## config.mk

```make
export PLATFORM = sky130hd
export DESIGN_NAME = pulse_conditioner_flat
export DESIGN_NICKNAME = d
export VERILOG_FILES = /design/src/rtl/pulse_conditioner_if.sv /design/src/rtl/pulse_conditioner.sv /design/src/flat_wrapper.sv
export SDC_FILE = /design/constraint.sdc
export NUM_CORES = 1
export LEC_CHECK = 0
export CORE_ASPECT_RATIO = 1.25
export CORE_MARGIN = 2
export CORE_UTILIZATION = 50
export DETAILED_ROUTE_END_ITERATION = 8
export PLACE_DENSITY = 0.75
export SLEW_MARGIN = 20
export SYNTH_ARGS = -nofsm -noshare
export SYNTH_HDL_FRONTEND = slang
export SYNTH_SLANG_ARGS = --single-unit
```

## constraint.sdc

```tcl
create_clock -name clk -period 6.1 [get_ports clk]
set_clock_uncertainty 0.15 [all_clocks]
set_input_delay 0.915 -clock clk [delete_from_list [all_inputs] [get_ports clk]]
set_output_delay 0.915 -clock clk [all_outputs]
set_load 0.03 [all_outputs]
```

## src/rtl/pulse_conditioner_if.sv

```systemverilog
// Control and status bundle for the pulse conditioner.
// master drives the raw pin and controls; slave returns the strobe, level and statistics.
interface pulse_conditioner_if #(
  parameter int unsigned CNT_W = 16
);
  logic             en;
  logic             signal;
  logic             clear_counts;
  logic             detection;
  logic             level;
  logic             busy;
  logic [CNT_W-1:0] pulse_count;
  logic [CNT_W-1:0] glitch_count;

  modport master (
    output en,
    output signal,
    output clear_counts,
    input  detection,
    input  level,
    input  busy,
    input  pulse_count,
    input  glitch_count
  );

  modport slave (
    input  en,
    input  signal,
    input  clear_counts,
    output detection,
    output level,
    output busy,
    output pulse_count,
    output glitch_count
  );
endinterface

```

## src/rtl/pulse_conditioner.sv

```systemverilog
// Synchronises an asynchronous pulse pin, filters glitches and applies a post-pulse holdoff.
// Emits one detection strobe per accepted rising edge and keeps saturating statistics.
module pulse_conditioner #(
  parameter int unsigned SYNC_STAGES    = 2,
  parameter int unsigned FILTER_CYCLES  = 16,
  parameter int unsigned HOLDOFF_CYCLES = 100,
  parameter int unsigned CNT_W          = 16
) (
  input  logic                clk,
  input  logic                rst,
  pulse_conditioner_if.slave  bus
);

  localparam int unsigned CNT_LIMIT = (FILTER_CYCLES > HOLDOFF_CYCLES) ? FILTER_CYCLES
                                                                       : HOLDOFF_CYCLES;
  localparam int unsigned CW        = $clog2(CNT_LIMIT + 1);
  localparam bit          HAS_HOLD  = (HOLDOFF_CYCLES != 0);
  localparam logic [CW-1:0] FILT_LAST = CW'(FILTER_CYCLES - 1);
  localparam logic [CW-1:0] HOLD_LAST = CW'(HAS_HOLD ? (HOLDOFF_CYCLES - 1) : 0);
  localparam logic [CW-1:0] CNT_ONE   = CW'(1);
  localparam logic [CNT_W-1:0] STAT_MAX = {CNT_W{1'b1}};
  localparam logic [CNT_W-1:0] STAT_ONE = CNT_W'(1);

  typedef enum logic [2:0] {
    S_LOW,
    S_QUAL_HIGH,
    S_HIGH,
    S_QUAL_LOW,
    S_HOLDOFF
  } state_e;

  state_e                 state_q, state_d;
  logic [SYNC_STAGES-1:0] sync_q, sync_d;
  logic [CW-1:0]          cnt_q, cnt_d;
  logic                   det_q, det_d;
  logic                   level_q, level_d;
  logic                   busy_q, busy_d;
  logic [CNT_W-1:0]       pulse_count_q, pulse_count_d;
  logic [CNT_W-1:0]       glitch_count_q, glitch_count_d;
  logic                   sync_in;
  logic                   pulse_inc;
  logic                   glitch_inc;

  // Metastability chain; the FSM only ever looks at the last stage.
  always_comb begin
    sync_d = {sync_q[SYNC_STAGES-2:0], bus.signal};
  end

  assign sync_in = sync_q[SYNC_STAGES-1];

  // Qualification / holdoff state machine.
  always_comb begin
    state_d    = state_q;
    cnt_d      = cnt_q;
    det_d      = 1'b0;
    pulse_inc  = 1'b0;
    glitch_inc = 1'b0;

    if (!bus.en) begin
      state_d = S_LOW;
      cnt_d   = '0;
    end else begin
      case (state_q)
        S_LOW: begin
          if (sync_in) begin
            state_d = S_QUAL_HIGH;
            cnt_d   = CNT_ONE;
          end
        end

        S_QUAL_HIGH: begin
          if (!sync_in) begin
            state_d    = S_LOW;
            cnt_d      = '0;
            glitch_inc = 1'b1;
          end else if (cnt_q == FILT_LAST) begin
            state_d   = S_HIGH;
            cnt_d     = '0;
            det_d     = 1'b1;
            pulse_inc = 1'b1;
          end else begin
            cnt_d = cnt_q + CNT_ONE;
          end
        end

        S_HIGH: begin
          if (!sync_in) begin
            state_d = S_QUAL_LOW;
            cnt_d   = CNT_ONE;
          end
        end

        S_QUAL_LOW: begin
          if (sync_in) begin
            state_d    = S_HIGH;
            cnt_d      = '0;
            glitch_inc = 1'b1;
          end else if (cnt_q == FILT_LAST) begin
            state_d = HAS_HOLD ? S_HOLDOFF : S_LOW;
            cnt_d   = '0;
          end else begin
            cnt_d = cnt_q + CNT_ONE;
          end
        end

        S_HOLDOFF: begin
          // Input is deliberately ignored here: no qualification, no glitch counting.
          if (cnt_q == HOLD_LAST) begin
            state_d = S_LOW;
            cnt_d   = '0;
          end else begin
            cnt_d = cnt_q + CNT_ONE;
          end
        end

        default: begin
          state_d = S_LOW;
          cnt_d   = '0;
        end
      endcase
    end
  end

  // Status outputs follow the next state so level rises together with detection.
  always_comb begin
    level_d = (state_d == S_HIGH) || (state_d == S_QUAL_LOW);
    busy_d  = (state_d != S_LOW);
  end

  // Saturating statistics; a clear wins over a same-cycle increment.
  always_comb begin
    pulse_count_d  = pulse_count_q;
    glitch_count_d = glitch_count_q;
    if (bus.clear_counts) begin
      pulse_count_d  = '0;
      glitch_count_d = '0;
    end else begin
      if (pulse_inc && (pulse_count_q != STAT_MAX)) begin
        pulse_count_d = pulse_count_q + STAT_ONE;
      end
      if (glitch_inc && (glitch_count_q != STAT_MAX)) begin
        glitch_count_d = glitch_count_q + STAT_ONE;
      end
    end
  end

  always_ff @(posedge clk) begin
    if (rst) begin
      state_q        <= S_LOW;
      sync_q         <= '0;
      cnt_q          <= '0;
      det_q          <= 1'b0;
      level_q        <= 1'b0;
      busy_q         <= 1'b0;
      pulse_count_q  <= '0;
      glitch_count_q <= '0;
    end else begin
      state_q        <= state_d;
      sync_q         <= sync_d;
      cnt_q          <= cnt_d;
      det_q          <= det_d;
      level_q        <= level_d;
      busy_q         <= busy_d;
      pulse_count_q  <= pulse_count_d;
      glitch_count_q <= glitch_count_d;
    end
  end

  assign bus.detection    = det_q;
  assign bus.level        = level_q;
  assign bus.busy         = busy_q;
  assign bus.pulse_count  = pulse_count_q;
  assign bus.glitch_count = glitch_count_q;

endmodule

```

## src/flat_wrapper.sv

```systemverilog
// flat-port wrapper written by rule: the top's interface ports become plain ports
module pulse_conditioner_flat 
#(
  parameter int unsigned SYNC_STAGES    = 2,
  parameter int unsigned FILTER_CYCLES  = 16,
  parameter int unsigned HOLDOFF_CYCLES = 100,
  parameter int unsigned CNT_W          = 16
)
  (clk, rst, bus_en, bus_signal, bus_clear_counts, bus_detection, bus_level, bus_busy, bus_pulse_count, bus_glitch_count);
  pulse_conditioner_if #(.CNT_W(CNT_W)) bus_i ();
  input  logic clk;
  input  logic rst;
  input wire logic [$bits(bus_i.en)-1:0] bus_en;
  input wire logic [$bits(bus_i.signal)-1:0] bus_signal;
  input wire logic [$bits(bus_i.clear_counts)-1:0] bus_clear_counts;
  output wire logic [$bits(bus_i.detection)-1:0] bus_detection;
  output wire logic [$bits(bus_i.level)-1:0] bus_level;
  output wire logic [$bits(bus_i.busy)-1:0] bus_busy;
  output wire logic [$bits(bus_i.pulse_count)-1:0] bus_pulse_count;
  output wire logic [$bits(bus_i.glitch_count)-1:0] bus_glitch_count;
  assign bus_i.en = bus_en;
  assign bus_i.signal = bus_signal;
  assign bus_i.clear_counts = bus_clear_counts;
  assign bus_detection = bus_i.detection;
  assign bus_level = bus_i.level;
  assign bus_busy = bus_i.busy;
  assign bus_pulse_count = bus_i.pulse_count;
  assign bus_glitch_count = bus_i.glitch_count;
  pulse_conditioner #(.SYNC_STAGES(SYNC_STAGES), .FILTER_CYCLES(FILTER_CYCLES), .HOLDOFF_CYCLES(HOLDOFF_CYCLES), .CNT_W(CNT_W)) u_core (.clk(clk), .rst(rst), .bus(bus_i));
endmodule
```

==> run metrics, run 1 <==
top-area cell type share of the netlist area 0.3890; peak supply drop 0.0001111 V; asr flop ratio synth 0; Final Hold Viols 0; Post-synth EDFFs 0; count leader, synth dfxtp_1; final setup violating endpoints 0; Worst EP arrival 3380 ps; CP endpoint kind flop; sequential-to-total area share from yosys stat 0.3890; initial antenna violation count 0; power per cell area 175.6 nW/µm²; clock root cell clkbuf_8; synthesis-stage register bit count 47; most frequent cells after synthesis dfxtp_1, a21oi_1, nand2_1, or4_1, nand3_1; Yosys cell types 49; Area Overhead vs Synth 21.00%; Post-synth top flop dfxtp_1; Synth area leader dfxtp_1; TNS Setup 0 ps; clock latency on the worst-skew pair 300 ps; post-CTS setup buffer count 0; RSZ-0062 raised after global routing false; HP Class flop to flop; via count 2413; num ports 40; Data required, critical path 6170 ps; Final Max Tran Viols 0; Pre-antenna DRT Iters 4; Final GP Congestion 0.7993; via-per-instance ratio 6.251; Resized cells post-CTS 0; Antenna Cells 0; final WL 5.645 mm; largest net degree at the start of global routing 29; total global routing overflow 0; Detail Placement HPWL 3.903 mm; YS warnings 0; Initial Utilization 0.5152; H-tree Lvls 2; Design Area, Final 2927 µm²; Worst-Margin Slew 972.7 ps; Clock Path Buffers 2; Cells after Synth 291; crit share post-route 0.5419; Pleak 0.8541 nW; Detail Route Antenna Nets 0; Die H 81.76 µm; min Tclk post-route 3306 ps; TritonCTS clock tree built; DRT iter0 DRCs 223; Max FO, Critical Path 28; mapped cell area 2419 µm²; Core Area 4695 µm²; top cells by area, synth dfxtp_1, a21oi_1, or4_1, o31ai_1, nand2_1; Nets 334; final routed DRC violation total 0; full die area 5413 µm²; Syn Nets 299; vias in the first global route 2061; FP Rows 28; status complete, no violations; GRT Util Overall 0.2151; Chip Width 66.21 µm; CTS Hold Buffers Added 0; drt wl/cell 14.62 µm; Setup Crit Path Kind primary input to flop; Buffers on Ports 39; CP startpoint kind primary input; Cell Area, Placed 2839 µm²; first-pass GRT wire length 9.190 mm; Avg Cell Area, Syn 8.311 µm²; cts bufs inserted 5; CTS sink cnt 47; clk slew on worst S/H paths 80 ps; fmax 302.5 MHz; slew margin rel. 0.3496; layout cells sized above 1 0.04908; max_cap viols 0
[worst paths after layout]
kind | slack [ps] | to | cells after the start | startpoint
min | 300 | u_core.sync_q[1] | 1 | u_core.sync_q[0]
max | 2790 | u_core.bus.pulse_count[6] | 5 | bus_en
max reg2reg | 3270 | u_core.bus.pulse_count[6] | 5 | u_core.cnt_q[0]
min reg2reg | 300 | u_core.sync_q[1] | 1 | u_core.sync_q[0]
[critical path, cell delays in order]
cell and delay, ps:
clkdlybuf4s50_1 530, and3b_1 220, nand4_1 770, or4_1 780
a21oi_1 160
[cell families (layout without fill, tap and decap cells)]
logic type	Yosys count	in the layout	share of synthesized area
compound gates	82	82	0.2116
flops	47	47	0.3890
fa+ha+maj	3	3	0.01552
mux	5	5	0.02069
xor+xnor	2	2	0.007244
buf+inv	16	51	0.02948
simple gates	136	136	0.3264
[layer usage]
layer	routed length, µm	GRT usage	part of all wire	vias to the layer above
met1	2548	0.2778	0.45	1151
li1	-	-	-	1202
met4	78	0.08367	0.014	0
met3	271	0.04384	0.048	7
met5	0	0	0	-
met2	2746	0.3520	0.49	53
[power by group]
group	internal (W)	switching [W]	total, W
Clock	0.0000891	0.000101	0.000190
Combinational	0.00000556	0.0000103	0.0000159
Sequential	0.000307	0.00000104	0.000309
Total	0.000402	0.000112	0.000514
[area by class of cell]
class	instances	area [µm²]
clock inverters	1	5.005
well taps	60	75.07
clock buffers	6	82.58
repair buffers	41	405.4
fillers	438	1768
inverters	3	11.26
flip-flops and latches	47	940.9
multi-input cells	228	1406
[stage by stage]
stage | worst slack [ps] | hold slack, ps | power, W | instances | utilization
after floorplan | 3648 | 263.8 | 0.0003253 | 291 | -
after global placement | 2594 | 267.5 | 0.0003313 | 379 | 0.6047
after detailed placement | 2534 | 286.8 | 0.0003316 | 379 | 0.6047
after CTS | 2833 | 306.6 | 0.0005205 | 386 | 0.6234
after global routing | 2603 | 323.0 | 0.0005340 | 386 | 0.6234
final | 2794 | 302.0 | 0.0005140 | 386 | 0.6234
[registers in the layout, indices dropped and copies added, names as in the netlist]
| register | count |
|---|---|
| u_core.state_q | 3 |
| u_core.bus.detection | 1 |
| u_core.bus.busy | 1 |
| u_core.bus.glitch_count | 16 |
| u_core.cnt_q | 7 |
| u_core.sync_q | 2 |
| u_core.bus.level | 1 |
| u_core.bus.pulse_count | 16 |
[layout by cell type, fill, tap and decap left out, types with 4 or more instances in the layout]
master and instances:
mux2i_1 5, o31ai_1 16, nor2_1 12, nor3_1 4, nand2_1 28, dfxtp_1 47, and4_1 5, or4_1 20
nand3_1 19, nand4_1 12, o21ai_0 13, nor2b_1 4, clkdlybuf4s50_1 39, or3_1 11, a21oi_1 32, clkbuf_8 6
Note: power is estimated with default switching activity, not from simulation.
==> run 2, diff against run 1 <==
CORE_UTILIZATION = 48   (was 50)
clock period = 2.96 ns   (was 6.1 ns; I/O delays follow)
==> run metrics, run 2 (same netlist as run 1, synthesis figures left out) <==
H-tree Lvls 2; fin util 0.6191; Pre-antenna DRT Iters 4; HP Class flop to flop; Resized cells post-CTS 0; Pleak 0.8775 nW; most used cell, CP or4_1; busiest grt layer met2; number of buffers and inverters on the critical path 1; vias in the first global route 2124; Hold WS 297.7 ps; Die H 83.36 µm; Initial Utilization 0.5039; final routed DRC violation total 0; max_cap viols 0; critical path's largest stage delay 650 ps; Max FO, Critical Path 8; peak supply drop 0.0002879 V; TritonCTS clock tree built; pre-CTS setup slack 325.7 ps; final setup violating endpoints 0; CTS sink cnt 47; Cell Area, Placed 2854 µm²; cts bufs inserted 5; via-per-instance ratio 6.175; clock latency on the worst-skew pair 300 ps; most common cell after layout, fill and taps aside dfxtp_1; worst reg2reg setup slack 770 ps; power per cell area 391.7 nW/µm²; clk slew on worst S/H paths 90 ps; CP endpoint kind flop; fmax 427.2 MHz; Worst-Margin Slew 721.0 ps; Final Max Tran Viols 0; total global routing overflow 0; Worst EP arrival 2420 ps; num ports 40; drt wl/cell 15.12 µm; final WL 5.881 mm; Detail Placement HPWL 4.155 mm; Design Area, Final 2972 µm²; CP delay by family, top simple AND/OR/NAND/NOR gates; Antenna Cells 0; met2 Track Usage GR 0.3663; DRT iter0 DRCs 110; Core Area 4800 µm²; crit share post-route 0.7909; GR Layer Usage met1 0.2856; CTS Hold Buffers Added 0; Clock Path Buffers 2; Nets 336; Final Hold Viols 0; Cell Chain, Critical Path clkdlybuf4s50_1 > nand4b_1 > or4_1 > or4_1 > a21oi_1; via count 2402; Setup Crit Path Kind primary input to flop; slew margin rel. 0.5157; layout cells sized above 1 0.05775; full die area 5626 µm²; FP Rows 28; Buffers on Ports 39; min Tclk post-route 2341 ps; CP startpoint kind primary input; Area Overhead vs Synth 22.87%; TNS Setup 0 ps; Detail Route Antenna Nets 0; RSZ-0062 raised after global routing false; met3 usage 0.03659; clock root cell clkbuf_8; final setup margin 619.1 ps; largest net degree at the start of global routing 29; status complete, no violations; first-pass GRT wire length 9.984 mm; post-CTS setup buffer count 0; most frequent cells in the layout dfxtp_1, clkdlybuf4s50_1, a21oi_1; Final GP Congestion 0.8076; slowest CP cell or4_1; Chip Width 67.49 µm; initial antenna violation count 0; Data required, critical path 3040 ps; GRT Util Overall 0.2184
## run 2: worst register-to-register path, cell delays in order (launching register included)
cell,delay (ps)
dfxtp_1,440
ha_1,250
nand3_1,200
or4_1,560
or3_1,380
a21oi_1,130
## run 2: where the power goes
group	total, W	internal, W	leakage, nW	switching (W)
Combinational	0.0000335	0.0000123	0.437	0.0000212
Clock	0.000495	0.000274	0.0612	0.000221
Sequential	0.000636	0.000634	0.379	0.00000206
Total	0.00116	0.000920	0.877	0.000244
## run 2: final timing paths
| check | startpoint | to | cells past startpoint |
|---|---|---|---|
| worst max-delay path | bus_en | u_core.bus.glitch_count[15] | 5 |
| worst min register to register | u_core.sync_q[0] | u_core.sync_q[1] | 1 |
| worst max register to register | u_core.bus.glitch_count[0] | u_core.bus.glitch_count[10] | 5 |
| worst min-delay path | u_core.sync_q[0] | u_core.sync_q[1] | 1 |
## run 2: metal layers
| layer | vias to the layer above | share of wire |
|---|---|---|
| met5 | - | 0 |
| met4 | 0 | 0.011 |
| met3 | 6 | 0.033 |
| met2 | 44 | 0.51 |
| met1 | 1145 | 0.45 |
| li1 | 1207 | - |
## run 2: metrics by stage
stage	total power, W	cells
2_1_floorplan	0.0006704	291
5_1_grt	0.001204	389
3_5_place_dp	0.0006843	381
3_3_place_gp	0.0006839	381
4_1_cts	0.001175	389
6_report	0.001164	389
## run 2: cell type report
cell class	count	area [µm²]
sequential	47	940.9
inverter	3	11.26
tap	60	75.07
clock inverter	2	35.03
clock buffer	6	82.58
timing repair buffer	43	420.4
fill	447	1828
multi-input combinational	228	1406
==> run 3, diff against run 2 <==
CORE_UTILIZATION = 50   (was 48)
clock period = 2.4 ns   (was 2.96 ns; I/O delays follow)
==> run metrics, run 3 (same netlist as run 1, synthesis figures left out) <==
Antenna Cells 0; clock latency on the worst-skew pair 310 ps; Met3 Wirelength 172 µm; Final GP Congestion 0.8215; GRT Util Overall 0.2248; Setup crit start bus_en; Final Hold Viols 0; Cell Chain, Critical Path clkdlybuf4s50_1 > nand4b_1 > or4_1 > or4_1 > a21oi_1; drt wl/cell 14.81 µm; via count 2386; Resized cells post-CTS 0; HP Class flop to flop; critical path's largest stage delay 640 ps; Pre-antenna DRT Iters 4; num ports 40; Die H 81.76 µm; Setup Crit Path Kind primary input to flop; min Tclk post-route 2233 ps; Nets 340; final routed DRC violation total 0; peak supply drop 0.0002815 V; layout filler cell count 447; initial antenna violation count 0; most common cell after layout, fill and taps aside dfxtp_1; final setup margin 166.5 ps; HP Start u_core.sync_q[0]; FP Rows 28; DR WL met2 2.787 mm; most used cell, CP or4_1; Detail Placement HPWL 4.056 mm; slew margin rel. 0.5323; CP startpoint kind primary input; number of buffers and inverters on the critical path 1; layout cells sized above 1 0.06907; Cell Area, Placed 2897 µm²; RR Startpoint u_core.state_q[1]; Chip Width 66.21 µm; via-per-instance ratio 6.071; final setup violating endpoints 0; Design Area, Final 2985 µm²; Buffers on Ports 39; CP delay by family, top simple AND/OR/NAND/NOR gates; DRT iter0 DRCs 176; most frequent cells in the layout dfxtp_1, clkdlybuf4s50_1, a21oi_1; Core Area 4695 µm²; Detail Route Antenna Nets 0; Final Max Tran Viols 0; clock root cell clkbuf_8; post-CTS setup buffer count 0; largest net degree at the start of global routing 29; CP endpoint kind flop; power per cell area 440.2 nW/µm²; full die area 5413 µm²; Initial Utilization 0.5152; M1 wire length 2.800 mm; slowest CP cell or4_1; pre-CTS setup slack -123.3 ps; Hold WS 285.7 ps; CTS Hold Buffers Added 0; CTS sink cnt 47; fmax 447.7 MHz; status complete, no violations; TritonCTS clock tree built; Max FO, Critical Path 8; clk slew on worst S/H paths 90 ps; Worst-Margin Slew 696.2 ps; first-pass GRT wire length 9.618 mm; Area Overhead vs Synth 23.43%; H-tree Lvls 2; crit share post-route 0.9306; total global routing overflow 0; RSZ-0062 raised after global routing false; TNS Setup 0 ps; uppermost layer routed met4; Pleak 0.8825 nW; final WL 5.822 mm; Data required, critical path 2490 ps; final cell count without fillers 393; Clock Path Buffers 2; vias in the first global route 2096; max_cap viols 0; Worst EP arrival 2320 ps; cts bufs inserted 5; Inst Count DP 385
run 3: cell count changes in the layout (fill, tap and decap cells not counted), sizes merged:
cell,before,now
clkbuf,6,5
clkinvlp,0,2
bufinv,1,0
buf,4,8
run 3: per-stage QoR:
step,power [W],utilization
5_1_grt,0.001371,0.6359
3_5_place_dp,0.0008465,0.6170
2_1_floorplan,0.0008269,-
6_report,0.001314,0.6359
4_1_cts,0.001332,0.6359
3_3_place_gp,0.0008459,0.6170
run 3: worst paths after layout:
kind,to,slack (ps),cells after the start
worst max-delay path,u_core.bus.glitch_count[15],170,5
worst min-delay path,u_core.sync_q[1],290,1
worst max register to register,u_core.bus.glitch_count[15],210,4
worst min register to register,u_core.sync_q[1],290,1
run 3: where the power goes:
group          switching (W)   total, W  leakage (nW)  internal, W
logic              0.0000278  0.0000446         0.463    0.0000168
clock network       0.000283   0.000486        0.0402     0.000203
registers         0.00000207   0.000784         0.379     0.000782
total               0.000313    0.00131         0.882      0.00100
run 3: layout make-up:
cell class / instances / area [µm²] / share of cell area
multi-input cells: 228 / 1406 / 0.4711
flip-flops and latches: 47 / 940.9 / 0.3152
repair buffers: 47 / 462.9 / 0.1551
well taps: 60 / 75.07 / 0.02515
clock buffers: 5 / 68.82 / 0.02305
clock inverters: 3 / 20.02 / 0.006706
inverters: 3 / 11.26 / 0.003772
run 3: per-layer routing:
metal,global-route usage,vias to the layer above
met5,0,-
met4,0.08163,0
met3,0.04110,6
met2,0.3810,40
met1,0.2845,1129
li1,-,1211
